===== config.mk =====
export PLATFORM = sky130hd
export DESIGN_NAME = ssd1306_spi_rx_flat
export DESIGN_NICKNAME = d
export VERILOG_FILES = /design/src/rtl/ssd1306_spi_rx_if.sv /design/src/rtl/ssd1306_spi_rx.sv /design/src/flat_wrapper.sv
export SDC_FILE = /design/constraint.sdc
export NUM_CORES = 1
export LEC_CHECK = 0
export BUFFER_PORTS_ARGS = -buffer_cell sky130_fd_sc_hd__buf_2
export CAP_MARGIN = 25
export CORE_UTILIZATION = 45
export DETAILED_ROUTE_END_ITERATION = 16
export PLACE_DENSITY_LB_ADDON = 0.05
export SYNTH_ARGS = -nofsm -noshare
export SYNTH_HDL_FRONTEND = slang
export SYNTH_SLANG_ARGS = --single-unit

===== constraint.sdc =====
create_clock -name clock -period 1.7 [get_ports clock]
set_input_delay 0.255 -clock clock [delete_from_list [all_inputs] [get_ports clock]]
set_output_delay 0.255 -clock clock [all_outputs]
set_load 0.1 [all_outputs]

===== src/rtl/ssd1306_spi_rx_if.sv =====
// SSD1306 serial input and framebuffer write bus between the AVR pins and the video stage.
interface ssd1306_spi_rx_if;
  localparam int unsigned ADDR_W = 10;
  localparam int unsigned DATA_W = 8;

  logic              oled_clk;
  logic              oled_data;
  logic              oled_dc;
  logic              fb_we;
  logic [ADDR_W-1:0] fb_addr;
  logic [DATA_W-1:0] fb_data;
  logic              display_on;
  logic              invert;

  modport slave (
    input  oled_clk, oled_data, oled_dc,
    output fb_we, fb_addr, fb_data, display_on, invert
  );

  modport master (
    output oled_clk, oled_data, oled_dc,
    input  fb_we, fb_addr, fb_data, display_on, invert
  );
endinterface


===== src/rtl/ssd1306_spi_rx.sv =====
// SSD1306 serial receiver: byte assembly, command subset decode and framebuffer writes.
// Define SSD1306_VADDR_EN to build vertical addressing mode (mode 1).
module ssd1306_spi_rx (
  input  logic              clock,
  input  logic              reset,
  ssd1306_spi_rx_if.slave   bus
);
  localparam int unsigned COL_W  = 7;
  localparam int unsigned PAGE_W = 3;

  typedef enum logic [2:0] {
    CMD, ARG_CS, ARG_CE, ARG_PS, ARG_PE, ARG_MODE, ARG_SKIP
  } state_t;

  state_t              state;
  logic [2:0]          clk_sync;
  logic [1:0]          data_sync;
  logic [1:0]          dc_sync;
  logic [7:0]          shift_q;
  logic [2:0]          bit_cnt;
  logic [COL_W-1:0]    col, col_start, col_end;
  logic [PAGE_W-1:0]   page, page_start, page_end;
  logic [1:0]          mode;

  logic                edge_c;
  logic [7:0]          byte_c;
  logic [COL_W-1:0]    adv_col_c;
  logic [PAGE_W-1:0]   adv_page_c;
  logic [1:0]          mode_arg_c;

  // clk_sync[1] is the synchronized SPI clock, clk_sync[2] its previous value
  assign edge_c = clk_sync[1] & ~clk_sync[2];
  assign byte_c = {shift_q[6:0], data_sync[1]};

  // Pointer after a data write, by addressing mode
  always_comb begin
    adv_col_c  = col;
    adv_page_c = page;
    case (mode)
      2'd0: begin
        if (col == col_end) begin
          adv_col_c  = col_start;
          adv_page_c = (page == page_end) ? page_start : page + PAGE_W'(1);
        end else begin
          adv_col_c = col + COL_W'(1);
        end
      end
`ifdef SSD1306_VADDR_EN
      2'd1: begin
        if (page == page_end) begin
          adv_page_c = page_start;
          adv_col_c  = (col == col_end) ? col_start : col + COL_W'(1);
        end else begin
          adv_page_c = page + PAGE_W'(1);
        end
      end
`endif
      default: adv_col_c = (col == COL_W'(127)) ? COL_W'(0) : col + COL_W'(1);
    endcase
  end

  always_comb begin
    mode_arg_c = 2'd2;
    case (byte_c[1:0])
      2'd0:    mode_arg_c = 2'd0;
`ifdef SSD1306_VADDR_EN
      2'd1:    mode_arg_c = 2'd1;
`else
      2'd1:    mode_arg_c = 2'd0;
`endif
      default: mode_arg_c = 2'd2;
    endcase
  end

  always_ff @(posedge clock) begin
    if (reset) begin
      state          <= CMD;
      clk_sync       <= '0;
      data_sync      <= '0;
      dc_sync        <= '0;
      shift_q        <= '0;
      bit_cnt        <= '0;
      col            <= '0;
      page           <= '0;
      col_start      <= '0;
      col_end        <= COL_W'(127);
      page_start     <= '0;
      page_end       <= PAGE_W'(7);
      mode           <= 2'd2;
      bus.fb_we      <= 1'b0;
      bus.fb_addr    <= '0;
      bus.fb_data    <= '0;
      bus.display_on <= 1'b0;
      bus.invert     <= 1'b0;
    end else begin
      clk_sync  <= {clk_sync[1:0], bus.oled_clk};
      data_sync <= {data_sync[0], bus.oled_data};
      dc_sync   <= {dc_sync[0], bus.oled_dc};
      bus.fb_we <= 1'b0;
      if (edge_c) begin
        shift_q <= byte_c;
        bit_cnt <= bit_cnt + 3'd1;
        if (bit_cnt == 3'd7) begin
          if (dc_sync[1]) begin
            // Data byte: write, advance, drop any pending command arguments
            bus.fb_we   <= 1'b1;
            bus.fb_addr <= {page, col};
            bus.fb_data <= byte_c;
            col         <= adv_col_c;
            page        <= adv_page_c;
            state       <= CMD;
          end else begin
            case (state)
              ARG_CS: begin
                col_start <= byte_c[6:0];
                col       <= byte_c[6:0];
                state     <= ARG_CE;
              end
              ARG_CE: begin
                col_end <= byte_c[6:0];
                state   <= CMD;
              end
              ARG_PS: begin
                page_start <= byte_c[2:0];
                page       <= byte_c[2:0];
                state      <= ARG_PE;
              end
              ARG_PE: begin
                page_end <= byte_c[2:0];
                state    <= CMD;
              end
              ARG_MODE: begin
                mode  <= mode_arg_c;
                state <= CMD;
              end
              ARG_SKIP: state <= CMD;
              default: begin
                case (byte_c) inside
                  8'h21: state <= ARG_CS;
                  8'h22: state <= ARG_PS;
                  8'h20: state <= ARG_MODE;
                  8'h81, 8'h8D, 8'hA8, 8'hD3, 8'hD5, 8'hD9, 8'hDA, 8'hDB: state <= ARG_SKIP;
                  8'hAE, 8'hAF: bus.display_on <= byte_c[0];
                  8'hA6, 8'hA7: bus.invert     <= byte_c[0];
                  [8'hB0:8'hB7]: page          <= byte_c[2:0];
                  [8'h00:8'h0F]: col[3:0]      <= byte_c[3:0];
                  [8'h10:8'h17]: col[6:4]      <= byte_c[2:0];
                  default: state <= CMD;
                endcase
              end
            endcase
          end
        end
      end
    end
  end
endmodule

===== src/flat_wrapper.sv =====
// flat-port wrapper written by rule: the top's interface ports become plain ports
module ssd1306_spi_rx_flat 
  (clock, reset, bus_oled_clk, bus_oled_data, bus_oled_dc, bus_fb_we, bus_fb_addr, bus_fb_data, bus_display_on, bus_invert);
  ssd1306_spi_rx_if bus_i ();
  input  logic clock;
  input  logic reset;
  input wire logic [$bits(bus_i.oled_clk)-1:0] bus_oled_clk;
  input wire logic [$bits(bus_i.oled_data)-1:0] bus_oled_data;
  input wire logic [$bits(bus_i.oled_dc)-1:0] bus_oled_dc;
  output wire logic [$bits(bus_i.fb_we)-1:0] bus_fb_we;
  output wire logic [$bits(bus_i.fb_addr)-1:0] bus_fb_addr;
  output wire logic [$bits(bus_i.fb_data)-1:0] bus_fb_data;
  output wire logic [$bits(bus_i.display_on)-1:0] bus_display_on;
  output wire logic [$bits(bus_i.invert)-1:0] bus_invert;
  assign bus_i.oled_clk = bus_oled_clk;
  assign bus_i.oled_data = bus_oled_data;
  assign bus_i.oled_dc = bus_oled_dc;
  assign bus_fb_we = bus_i.fb_we;
  assign bus_fb_addr = bus_i.fb_addr;
  assign bus_fb_data = bus_i.fb_data;
  assign bus_display_on = bus_i.display_on;
  assign bus_invert = bus_i.invert;
  ssd1306_spi_rx u_core (.clock(clock), .reset(reset), .bus(bus_i));
endmodule

# After elaboration in Yosys (flattened, before gate mapping)
# Index checks and enable logic that the tools add are counted.
# classes
add_sub_neg	3
n_lt_le_gt_ge	6
eq_ne	49
muxes	47
bitwise_logic	11
reduce_logical	29
# ops
op	n
8-bit == test, second input constant	12
3-bit two-way mux	30
9-bit by 5-bit inequality test with 1-bit output, second input constant	5
3-bit by 2-bit inequality test with 1-bit output, second input constant	14
4-bit two-way mux	8
7-bit two-way mux	4
8-bit by 6-bit == test with 1-bit output, second input constant	3
12-bit AND reduction	2
4-bit AND reduction	5
7-bit one-hot mux with 2 select lines	1
3-bit == test, second input constant	4
11-bit AND reduction	1
1-bit NOT	10
10-bit AND reduction	1
5-bit OR reduction	2
3-bit one-hot mux with 3 select lines	1
9-bit AND reduction	1
3-bit nonzero test	3
8-bit by 1-bit >= comparator with 1-bit output, second input constant	1
8-bit by 5-bit >= comparator with 1-bit output, second input constant	1
8-bit >= comparator, second input constant	1
8-bit by 4-bit less-or-equal comparator with 1-bit output, second input constant	1
8-bit by 5-bit less-or-equal comparator with 1-bit output, second input constant	1
8-bit less-or-equal comparator, second input constant	1
23 further kinds	32
# totals
regBits	73
input_bits	5
output_inout_bits	21

# Logic depth before layout (Yosys ltp)
# logic_depth
word_depth	13
depth_mapped	8

# Least setup slack after synthesis
# No wires, ideal clock.
# synth_timing
kind	reg-to-reg
startpoint	register u_core.bit_cnt[0]
endpoint	register u_core.col_end[2]
setup_ps	129
arrival_time_ps	1581
slack_ps	-11
path_stages_with_launch	8
n_path_buf	1
period_less_slack_ps	1711
cell_sequence	dfxtp_1 ha_1 ha_1 nand4bb_1 nor4b_1 buf_2 mux2i_1 nand2_1
# synth_between
elab_chain_cells	2
# synth_lines
element	line	rtl
start: declaration	ssd1306_spi_rx.sv:20	logic [2:0] bit_cnt;
start signal: assignment	ssd1306_spi_rx.sv:102	bit_cnt <= bit_cnt + 3'd1;
3-bit == test	ssd1306_spi_rx.sv:103	if (bit_cnt == 3'd7) begin
4-bit AND reduction (no source line)	--	
end signal: assignment	ssd1306_spi_rx.sv:120	col_end <= byte_c[6:0];
end: declaration	ssd1306_spi_rx.sv:21	logic [COL_W-1:0] col, col_start, col_end;
# No other way between the ends.
# A chain may end at the register's enable or synchronous reset.

# Worst setup path in the final report
# layout_timing
startpoint	register u_core.shift_q[3]
endpoint	register u_core.bus.invert
# layout_between
elab_chain_cells	4
# layout_lines
element	line	rtl
start: declaration	ssd1306_spi_rx.sv:19	logic [7:0] shift_q;
start signal: assignment	ssd1306_spi_rx.sv:101	shift_q <= byte_c;
8-bit == test (no source line)	--	
8-bit OR reduction or 2-bit OR reduction (tied branches)	ssd1306_spi_rx.sv:138	case (byte_c) inside
1-bit NOT (no source line)	--	
10-bit AND reduction (no source line) *	--	
end signal: assignment	ssd1306_spi_rx.sv:144	8'hA6, 8'hA7: bus.invert <= byte_c[0];
end: declaration	ssd1306_spi_rx_if.sv:17	output fb_we, fb_addr, fb_data, display_on, invert
# Every way passes the cells marked *; elsewhere a longest branch is shown, timed or not.

==> summary by stage <==
Floorplan
The initial standard-cell utilization of the core is 47.3%. The initialized floorplan defines 31 standard-cell rows. 26 I/O pins were placed. The area of the die is 0.00810 sq mm. Measured along the y axis, the die boundary spans 90.0 um. The width of the die is roughly 90 um. The core area is 0.00737 sq mm.

Power
IR analysis of the VDD net gives a maximum drop of 509 uV. The leakage power figure is around 1.8 nW. For this design the ratio of total power to cell area is approximately 760 mW/mm^2. The post-layout total power is 0.00346 W.

Setup path
Walking the worst path, the cells encountered are or4b_1 -> or3_4 -> nand4b_1 -> mux2i_1 -> nor2_1. The highest cell delay on the worst timing path is 0.50 ns. Of all nets on the critical path, the largest fanout is 4. At the worst endpoint, the arrival time is 1.94 ns.

The worst setup path is of the reg -> reg kind. The slowest stage of the critical path is the or4b_1 cell. The worst path buffer plus inverter count is 0.

STA puts the critical path data required time at 1.95 ns. The critical path's top delay family is simple AND/OR/NAND/NOR gates. The startpoint class of the critical path is a flip-flop.

The kind of end point of the critical path is a flip-flop.

Cells and area
Fill cells in the final layout number 654. The number of nets at the end of the flow is roughly 500. The area growth from synthesis to layout is 31.1%.

The share of layout cells above drive strength 1 is ~30%. The non-filler instance count after layout is 586. 0 antenna diodes ended up in the layout.

The post-route core utilization is roughly three fifths. The area of the multi-input gates is 0.00209 sq mm. The post-route cell area is ~0.0046 sq mm.

In the final layout, flip-flops and latches occupy 0.00145 sq mm.

Synthesis
A synthesized cell averages 8.39 sq um. Of the post-synthesis cell area, the dominant cell type holds 41.4%. The distinct cell type count after synthesis is 60. The synthesized netlist occupies a cell area of about 0.0035 sq mm. The net count of the mapped netlist is 424. The commonest register cell after synthesis is dfxtp_1. Of all flip-flops after synthesis, the portion carrying an async set or reset was 0%. The flop and latch count out of synthesis is between 70 and 80. In the synthesized netlist, the cells that appear most often are 84 x nand2_1, 72 x dfxtp_1, 37 x a21oi_1. In the post-synthesis netlist, the biggest area contributors are dfxtp_1 41%, nand2_1 9.1%, mux2i_1 7.5%. The cell count after synthesis came out at 415. The library cell occupying the most area in the post-synthesis netlist is dfxtp_1.

The count of warnings emitted by yosys is 0. The count of flip-flops with a built-in enable after synthesis is 0. The most frequent cell after synthesis is nand2_1. Sequential elements use 41.4% of the synthesized area.

CTS
The clock tree from TritonCTS is built. The buffer cell driving the clock tree root is clkbuf_8. The clock transition time at the flip-flop clock pins of the worst setup and hold paths is 0.08 ns. The longest clock path from root to sink contains 2 buffers. The total number of H-tree levels is 3.

The clock latency on the worst-skew pair is 0.36 ns. CTS saw 72 sinks. The CTS buffer count is 9.

Drt
The DRC marker count from the first detailed-route iteration is 200. The count of nets left with antenna violations after detail routing is 0. The total via count in the routed design is 3,181. The average vias per placed instance is 5.43. The routed design has 9470 um of wire.

After detailed routing, the number of remaining DRC violations is 0. The first detailed-routing pass ran for 4 iterations. In the final routed layout, each cell accounts on average for between 15 and 20 um.

Global routing
Across every metal layer, demand over resource in global routing totals 24.1%. The total congestion overflow is 0. Entering global routing, the biggest net connects 32 pins. The global-route wire length before repair is 15,400 um.

The via count of the first global-routing pass came to 3,107. The number of antenna violations at the first check in global routing is 0.

Timing
Subtracting the final worst setup slack from the clock period gives approximately 1.7 ns. The transition time at the pin with the least slew margin is 0.633 ns. The worst pin sits at a relative slew slack of between 50% and 60%. Between clock sinks in the finished design, the worst skew comes to 0.0146 ns. Setup violations remaining at the end of the flow were counted as 0.

The highest clock frequency the design can meet is 590 MHz. Setup repair after global routing could not meet its margin everywhere. In the final timing run, aggregate negative setup slack is 0 ns. The max-slew violation total from the final report is 0. The final number of hold-violating endpoints came to 0.

The post-route fraction of the period consumed by the critical path is 99.8%.

Placed design
The count of input and output buffers is 25. The congestion estimate from routability-driven global placement came to 0.857. Detailed placement finished with a half-perimeter wire length of 6470 um. Summing all placed instances gives a cell area of 0.00402 sq mm. Including well taps, the total number of placed cells is 562.

Status
The run finished with clean final reports.

Run
The tool flagged a number of max-cap violations equal to 0.

Worst hold path
The type of the tightest min-delay check is in -> reg.
per-stage QoR:
stage	hold slack, ns	worst slack, ns
after global routing	0.0957	-0.121
after floorplan	0.383	0.00524
after detailed placement	0.428	-0.233
after CTS	0.0964	-0.0215
after global placement	0.416	-0.228
final	0.104	0.00407
routing by layer:
metal / track usage [%] / up-vias / wire (um)
met1: 30.3 / 1516 / 4200
li1: - / 1577 / -
met3: 3.72 / 15 / 434
met5: 0 / - / 0
met2: 41.3 / 73 / 4670
met4: 9.54 / 0 / 170
worst paths after layout:
check,from,to,slack (ns),cells past startpoint
min,bus_oled_dc,u_core.dc_sync[0],0.10,2
min reg2reg,u_core.data_sync[0],u_core.data_sync[1],0.44,1
max reg2reg,u_core.shift_q[3],u_core.bus.invert,0.004,5
max,u_core.shift_q[3],u_core.bus.invert,0.004,5
state kept, by name, indices dropped and copies added, names as in the netlist, 3 cells and up:
signal,cells
u_core.state,3
u_core.bus.fb_addr,10
u_core.shift_q,7
u_core.bus.fb_data,8
u_core.col_start,7
u_core.page_start,3
u_core.bit_cnt,3
u_core.col_end,7
u_core.clk_sync,3
u_core.page,3
u_core.col,7
u_core.page_end,3
where the power goes:
group,leakage [nW],total (W),internal (W),switching (W)
Sequential,0.585,0.00171,0.00170,0.00000794
Combinational,1.14,0.000196,0.0000800,0.000116
Clock,0.110,0.00156,0.000841,0.000716
cells in the final DEF (no fill, tap or decap), types with 9 or more instances in the layout:
cell,n
clkbuf_8,9
nand3_1,13
nor2b_1,9
a21oi_1,35
xor2_1,11
buf_2,25
buf_4,50
mux2i_1,26
dfxtp_1,65
o21ai_0,10
buf_6,9
nand2_1,83
nor2_1,28
what timing repair did:
action | in CTS | in global routing
resized for setup | 18 | 31
endpoints found under the setup margin | 44 | 53
buffers inserted | 1 | 8
pin swaps | 7 | 16
hold buffers | 0 | 0
kinds of logic (layout without fill, tap and decap cells):
family	count (synthesis)	after routing	share of synthesized area, %
and+or+nand+nor	175	175	25.1
AOI/OAI and AO/OA	85	85	15.8
buffers and inverters	35	107	4.35
xor gates and xnor gates	18	18	4.53
DFF	72	72	41.4
adders and majority gates	4	4	1.44
muxes	26	26	7.47
final cells by class:
class / instances / area share, %
tap: 99 / 2.71
clock buffer: 9 / 2.71
clock inverter: 7 / 2.25
timing repair buffer: 87 / 14.5
sequential: 72 / 31.7
multi-input combinational: 308 / 45.8
inverter: 4 / 0.329
worst reg2reg max path: cells and delay by family (launching register included):
kind	cells	cell delay, ns
mux	1	0.21
flops	1	0.35
simple gates	4	1.03
(Power assumes the default switching activity.)
